--- src/rtl/uart_pkg.sv ---
// Shared types and constants for the memory-mapped UART transmitter.
// Register offsets, STATUS bit positions and the TX state encoding live here.
package uart_pkg;

   typedef enum logic [1:0] {
      IDLE  = 2'd0,
      START = 2'd1,
      DATA  = 2'd2,
      STOP  = 2'd3
   } uart_state_t;

   localparam logic [3:0] UART_DATA_OFS   = 4'h0;
   localparam logic [3:0] UART_STATUS_OFS = 4'h4;
   localparam logic [3:0] UART_CTRL_OFS   = 4'h8;
   localparam logic [3:0] UART_RSVD_OFS   = 4'hC;

   localparam int unsigned STAT_BUSY_BIT  = 0;
   localparam int unsigned STAT_FULL_BIT  = 1;
   localparam int unsigned STAT_EMPTY_BIT = 2;
   localparam int unsigned STAT_OVF_BIT   = 3;
   localparam int unsigned STAT_CNT_LSB   = 4;
   localparam int unsigned STAT_CNT_W     = 4;

   localparam int unsigned UART_DATA_BITS = 8;
   localparam int unsigned UART_BIT_IDX_W = 3;

   // Assemble the STATUS word; unused bits read as zero.
   function automatic logic [31:0] pack_status(
      input logic                  busy,
      input logic                  full,
      input logic                  empty,
      input logic                  ovf,
      input logic [STAT_CNT_W-1:0] cnt
   );
      logic [31:0] w;
      w                                     = '0;
      w[STAT_BUSY_BIT]                      = busy;
      w[STAT_FULL_BIT]                      = full;
      w[STAT_EMPTY_BIT]                     = empty;
      w[STAT_OVF_BIT]                       = ovf;
      w[STAT_CNT_LSB +: STAT_CNT_W]         = cnt;
      return w;
   endfunction

endpackage

--- src/rtl/sync_fifo.sv ---
// Single-clock FIFO with combinational head output. A push into a full FIFO
// is accepted only when a pop happens in the same cycle.
module sync_fifo #(
   parameter  int unsigned WIDTH = 8,
   parameter  int unsigned DEPTH = 8,
   localparam int unsigned PTR_W = $clog2(DEPTH),
   localparam int unsigned CNT_W = PTR_W + 1
) (
   input  logic             clk,
   input  logic             rst_n,
   input  logic             push,
   input  logic             pop,
   input  logic [WIDTH-1:0] wdata,
   output logic [WIDTH-1:0] rdata,
   output logic [CNT_W-1:0] count,
   output logic             full,
   output logic             empty
);

   logic [WIDTH-1:0] mem_q [DEPTH];
   logic [PTR_W-1:0] wr_ptr_q, wr_ptr_d;
   logic [PTR_W-1:0] rd_ptr_q, rd_ptr_d;
   logic [CNT_W-1:0] cnt_q, cnt_d;
   logic             do_push, do_pop;

   assign full    = (cnt_q == CNT_W'(DEPTH));
   assign empty   = (cnt_q == '0);
   assign do_pop  = pop && !empty;
   assign do_push = push && (!full || do_pop);
   assign rdata   = mem_q[rd_ptr_q];
   assign count   = cnt_q;

   always_comb begin
      wr_ptr_d = wr_ptr_q;
      rd_ptr_d = rd_ptr_q;
      cnt_d    = cnt_q;
      if (do_push) begin
         wr_ptr_d = wr_ptr_q + PTR_W'(1);
      end
      if (do_pop) begin
         rd_ptr_d = rd_ptr_q + PTR_W'(1);
      end
      case ({do_push, do_pop})
         2'b10:   cnt_d = cnt_q + CNT_W'(1);
         2'b01:   cnt_d = cnt_q - CNT_W'(1);
         default: cnt_d = cnt_q;
      endcase
   end

   always_ff @(posedge clk or negedge rst_n) begin
      if (!rst_n) begin
         wr_ptr_q <= '0;
         rd_ptr_q <= '0;
         cnt_q    <= '0;
      end else begin
         wr_ptr_q <= wr_ptr_d;
         rd_ptr_q <= rd_ptr_d;
         cnt_q    <= cnt_d;
      end
   end

   // Storage carries no reset; when full, the write slot equals the slot being popped.
   always_ff @(posedge clk) begin
      if (do_push) begin
         mem_q[wr_ptr_q] <= wdata;
      end
   end

endmodule

--- src/rtl/mmio_uart_tx.sv ---
// Memory-mapped 8N1 UART transmitter: address decode, byte FIFO, sticky
// overflow flag, combinational STATUS read mux and the serialising FSM.
module mmio_uart_tx
   import uart_pkg::*;
#(
   parameter logic [31:0] BASE_ADDR    = 32'h0000_0400,
   parameter int unsigned CLKS_PER_BIT = 868,
   parameter int unsigned FIFO_DEPTH   = 8
) (
   input  logic        clk,
   input  logic        reset,
   input  logic        memwrite,
   input  logic [31:0] dataadr,
   input  logic [31:0] writedata,
   output logic        sel,
   output logic [31:0] readdata,
   output logic        txd
);

   localparam int unsigned BAUD_W = $clog2(CLKS_PER_BIT);
   localparam int unsigned PTR_W  = $clog2(FIFO_DEPTH);
   localparam int unsigned CNT_W  = PTR_W + 1;
   localparam int unsigned BIT_W  = UART_BIT_IDX_W;

   uart_state_t                     state_q, state_d;
   logic        [BAUD_W-1:0]        baud_q, baud_d;
   logic        [BIT_W-1:0]         bit_q, bit_d;
   logic        [UART_DATA_BITS-1:0] shift_q, shift_d;
   logic                            txd_q, txd_d;
   logic                            ovf_q, ovf_d;

   logic                            wr_data, wr_ctrl, ovf_event;
   logic                            baud_last;
   logic                            fifo_pop;
   logic        [UART_DATA_BITS-1:0] fifo_rdata;
   logic        [CNT_W-1:0]         fifo_count;
   logic                            fifo_full, fifo_empty;
   logic        [31:0]              status_word;
   logic                            unused_bits;

   // Address decode runs in parallel with the data memory.
   assign sel     = (dataadr[31:4] == BASE_ADDR[31:4]);
   assign wr_data = memwrite && sel && (dataadr[3:2] == UART_DATA_OFS[3:2]);
   assign wr_ctrl = memwrite && sel && (dataadr[3:2] == UART_CTRL_OFS[3:2]);

   assign unused_bits = ^{writedata[31:UART_DATA_BITS], dataadr[1:0]};

   sync_fifo #(
      .WIDTH (UART_DATA_BITS),
      .DEPTH (FIFO_DEPTH)
   ) u_fifo (
      .clk   (clk),
      .rst_n (reset),
      .push  (wr_data),
      .pop   (fifo_pop),
      .wdata (writedata[UART_DATA_BITS-1:0]),
      .rdata (fifo_rdata),
      .count (fifo_count),
      .full  (fifo_full),
      .empty (fifo_empty)
   );

   // A dropped push sets ovf; setting beats a same-cycle CTRL clear.
   assign ovf_event = wr_data && fifo_full && !fifo_pop;

   always_comb begin
      ovf_d = ovf_q;
      if (wr_ctrl) begin
         ovf_d = 1'b0;
      end
      if (ovf_event) begin
         ovf_d = 1'b1;
      end
   end

   assign baud_last = (baud_q == BAUD_W'(CLKS_PER_BIT - 1));

   // TX next-state logic; the baud counter clears on every state entry.
   always_comb begin
      state_d  = state_q;
      baud_d   = baud_q;
      bit_d    = bit_q;
      shift_d  = shift_q;
      fifo_pop = 1'b0;
      txd_d    = 1'b1;
      case (state_q)
         IDLE: begin
            if (!fifo_empty) begin
               fifo_pop = 1'b1;
               shift_d  = fifo_rdata;
               baud_d   = '0;
               state_d  = START;
            end
         end
         START: begin
            if (baud_last) begin
               baud_d  = '0;
               bit_d   = '0;
               state_d = DATA;
            end else begin
               baud_d = baud_q + BAUD_W'(1);
            end
         end
         DATA: begin
            if (baud_last) begin
               baud_d  = '0;
               shift_d = shift_q >> 1;
               if (bit_q == BIT_W'(UART_DATA_BITS - 1)) begin
                  state_d = STOP;
               end else begin
                  bit_d = bit_q + BIT_W'(1);
               end
            end else begin
               baud_d = baud_q + BAUD_W'(1);
            end
         end
         STOP: begin
            if (baud_last) begin
               baud_d = '0;
               if (!fifo_empty) begin
                  fifo_pop = 1'b1;
                  shift_d  = fifo_rdata;
                  state_d  = START;
               end else begin
                  state_d = IDLE;
               end
            end else begin
               baud_d = baud_q + BAUD_W'(1);
            end
         end
         default: begin
            state_d = IDLE;
         end
      endcase
      case (state_d)
         START:   txd_d = 1'b0;
         DATA:    txd_d = shift_d[0];
         default: txd_d = 1'b1;
      endcase
   end

   always_ff @(posedge clk or negedge reset) begin
      if (!reset) begin
         state_q <= IDLE;
         baud_q  <= '0;
         bit_q   <= '0;
         shift_q <= '0;
         txd_q   <= 1'b1;
         ovf_q   <= 1'b0;
      end else begin
         state_q <= state_d;
         baud_q  <= baud_d;
         bit_q   <= bit_d;
         shift_q <= shift_d;
         txd_q   <= txd_d;
         ovf_q   <= ovf_d;
      end
   end

   assign txd = txd_q;

   assign status_word = pack_status(
      (state_q != IDLE),
      fifo_full,
      fifo_empty,
      ovf_q,
      STAT_CNT_W'(fifo_count)
   );

   // Single-cycle load path: only STATUS returns non-zero data.
   always_comb begin
      readdata = '0;
      if (sel && (dataadr[3:2] == UART_STATUS_OFS[3:2])) begin
         readdata = status_word;
      end
   end

endmodule
--- config.mk ---
export PLATFORM = sky130hd
export DESIGN_NAME = mmio_uart_tx
export DESIGN_NICKNAME = d
export VERILOG_FILES = /design/src/rtl/uart_pkg.sv /design/src/rtl/sync_fifo.sv /design/src/rtl/mmio_uart_tx.sv
export SDC_FILE = /design/constraint.sdc
export NUM_CORES = 1
export LEC_CHECK = 0
export ABC_AREA = 1
export CAP_MARGIN = 10
export CORE_MARGIN = 1.5
export CORE_UTILIZATION = 47
export CTS_CLUSTER_SIZE = 10
export DETAILED_ROUTE_END_ITERATION = 7
export PLACE_DENSITY = 0.86
export SYNTH_ARGS = -nofsm -noshare
export SYNTH_HDL_FRONTEND = slang
export SYNTH_HIERARCHICAL = 1
export SYNTH_SLANG_ARGS = --single-unit
--- constraint.sdc ---
create_clock -name clk -period 2.5 [get_ports clk]
set_input_delay 0.5 -clock clk [delete_from_list [all_inputs] [get_ports clk]]
set_output_delay 0.5 -clock clk [all_outputs]
set_load 0.01 [all_outputs]
==> results.yml <==
run_status:
  outcome: "finished, final reports clean"
placed_design:
  dp_cells: 731
  hpwl_um: 7410
  placed_cell_area_mm2: 0.00574
  port_buffers: 50
  gp_congestion: 0.879
  dp_slack_ns: -0.462
clock_network:
  cts.sinks: 99
  clk_pin_slew_ns: 0.11
  clk_latency_ns: 0.38
  hold_buffers: 0
  clockBufferDepth: 2
  cts_buffers: 9
  cts_tree: "done"
  root_buffer: "clkbuf_8"
  h-tree-depth: 3
route:
  wl_per_cell_um: 13.8
  drtIter0Drc: 226
  num_vias: 3808
  ant_nets: 0
  vias_per_cell: 5.08
  dr.pass1.iters: 4
  drc: 0
  finalWirelength_um: 10300
setup_path:
  crit_chain: "clkdlybuf4s50_1, nor2_1, nand2_1, nor2_1, nand2_1, nor2_4, nand3_4, buf_6, nor2_1, buf_2"
  startpoint_type: "input port"
  reg2reg_to: "u_fifo/count[2]$_DFFE_PN0P_"
  r2r_slack_ns: 0.17
  path_common_cell: "nor2_1"
  cp.required_ns: 2.00
  path_class: "in2out"
  reg2reg_depth: 15
  cp.arrival_ns: 1.92
  worstReg2RegStart: "baud_q[1]$_DFFE_PN0P_"
  slowest_delay_ns: 0.42
  cp-endpoint: "readdata[3]"
  cpMaxStageDelayCell: "clkdlybuf4s50_1"
  cp_max_fo: 6
  cp-startpoint: "dataadr[27]"
  crit_path_end_kind: "output pin"
global_routing:
  grt_pass1_vias: 3626
  antenna_found_initial: 0
  grt-ovfl-total: 0
  grt_pass1_wl_um: 16800
  grtUsageTotal_pct: 19.0
  grt_max_degree: 36
timing:
  setup-violations-final: 0
  hold_viol: 0
  worst_pin_slew_ns: 0.791
  finClkSkew_ns: 0.0184
  relSlewSlack_pct: 47.3
  timing.final.ws_setup_ns: 0.0767
  fin_crit_ns: 2.42
  slew_viol_final: 0
  period_share_pct: 96.9
  fmax_mhz: 413
floorplanning:
  die_h_um: 106
  io_pins: 101
  core_mm2: 0.0103
  die_w_um: 106
  rows: 37
  start_util_pct: 48.6
  dieArea_mm2: 0.0113
finish:
  drive_gt1_share_pct: 16.8
  fin_cells: 749
  nets: 687
  area_growth_pct: 21.6
  n_antenna_cell: 0
  fin_area_mm2: 0.00610
  utilization_pct: 59.1
flow_run:
  maxCapViolations: 0
synth:
  ys_warn_count: 6
  synth.cell_area_mm2: 0.00502
  synth_seq_area_share_pct: 55.8
  synth_cells: 529
  yosysUniqueCellTypes: 42
  synth-seq-cells: 99
  synth.avg_cell_area_um2: 9.48
power:
  powerDensity_mw_per_mm2: 473
  max-vdd-ir-drop_v: 0.000502
  power_mw: 2.89
  cellLeakagePower_nw: 2.70
worst_hold_path:
  hp-class: "in2async"
## Yosys cell counts (all sizes together)
master / n / area (um2)
a21boi: 1 / 7.51
a21oi: 9 / 45.0
and3b: 1 / 8.76
buf: 33 / 234
clkbuf: 2 / 8.75
clkinv: 2 / 8.75
conb: 1 / 3.75
dfrtp: 34 / 851
dfstp: 1 / 26.3
edfxtp: 64 / 1920
fa: 1 / 20.0
ha: 11 / 138
inv: 55 / 206
mux2: 1 / 11.3
mux2i: 9 / 90.1
nand2: 100 / 415
nand3: 25 / 143
nand4: 3 / 18.8
nor2: 82 / 323
nor3: 7 / 51.3
nor4: 1 / 6.26
o21ai: 66 / 334
o21bai: 1 / 7.51
o22ai: 11 / 68.8
o31ai: 1 / 7.51
xnor2: 2 / 17.5
xor2: 5 / 43.8
## state kept, by name, summed over array words and instances (netlist names)
register         count
bit_q                3
ovf_q                1
shift_q              8
u_fifo/rd_ptr_q      3
u_fifo/count         4
u_fifo/mem_q        64
txd                  1
state_q              2
baud_q              10
u_fifo/wr_ptr_q      3
## critical path, delay by kind of cell
kind                   cells  cell delay, ns
buffers and inverters      3            0.71
and+or+nand+nor            7            0.70
## timing repair
item	in CTS	in global routing
gates cloned	0	0
pin swaps	2	23
gates resized for setup	37	43
setup endpoints to repair	10	62
setup buffers	1	1
## worst min-delay path by stage
| stage | startpoint | endpoint | cells after the start |
|---|---|---|---|
| 3_5_place_dp | bit_q[1]$_DFFE_PN0P_ | bit_q[1]$_DFFE_PN0P_ | 2 |
| 6_report | reset | shift_q[1]$_DFFE_PN0P_ | 1 |
| 3_3_place_gp | bit_q[1]$_DFFE_PN0P_ | bit_q[1]$_DFFE_PN0P_ | 2 |
| 5_1_grt | reset | u_fifo/wr_ptr_q[1]$_DFFE_PN0P_ | 1 |
| 4_1_cts | reset | u_fifo/wr_ptr_q[0]$_DFFE_PN0P_ | 1 |
| 2_1_floorplan | reset | baud_q[0]$_DFFE_PN0P_ | 0 |
## stage by stage
stage | hold slack (ns) | TNS (ns)
after CTS | 0.205 | -0.0511
after floorplan | 0.204 | -2.29
after global routing | 0.261 | -0.0104
after global placement | 0.466 | -10.90
final | 0.198 | 0
after detailed placement | 0.491 | -13.66
## where the power goes
part           internal, mW  total [mW]  switching [mW]
Combinational        0.0543       0.110          0.0553
Clock                 0.404        1.03           0.630
Sequential             1.74        1.74    0.0000000435
## area by class of cell
cell class              instances  area [um2]
flip-flops and latches         99        2800
multi-input cells             361        1980
clock inverters                 7        87.6
fillers                       853        4220
well taps                     136         170
inverters                      57         215
repair buffers                 80         731
clock buffers                   9         124
## per-layer routing
metal | global-route usage, % | part of all wire (%) | up-vias
li1 | - | - | 1868
met1 | 22.2 | 40 | 1841
met2 | 34.4 | 54 | 85
met3 | 4.84 | 4.2 | 14
met4 | 5.41 | 1.4 | 0
met5 | 0 | 0 | -
## logic make-up after synthesis
logic type / synth area share [%]
AOI/OAI and AO/OA: 9.38
buffers and inverters: 9.13
other: 0.0747
DFF: 55.8
and+or+nand+nor: 19.3
xor gates and xnor gates: 1.22
adders and majority gates: 3.14
muxes: 2.02
## cell usage in the layout (no fill, tap or decap), types with 6 or more instances in the layout
cell,synthesis,final
o22ai_1,11,11
inv_1,53,48
inv_2,2,7
buf_4,25,28
buf_2,7,7
a21oi_1,9,8
o21ai_0,51,51
dfrtp_1,34,34
clkbuf_8,0,9
nor2_1,78,70
dlymetal6s2s_1,0,15
mux2i_1,9,9
nand2_2,4,6
nor2_2,3,8
clkdlybuf4s50_1,0,25
nand2_1,92,90
o21ai_1,14,14
edfxtp_1,64,64
conb_1,1,24
nand3_1,23,17
ha_1,11,8
(Power assumes the default switching activity.)
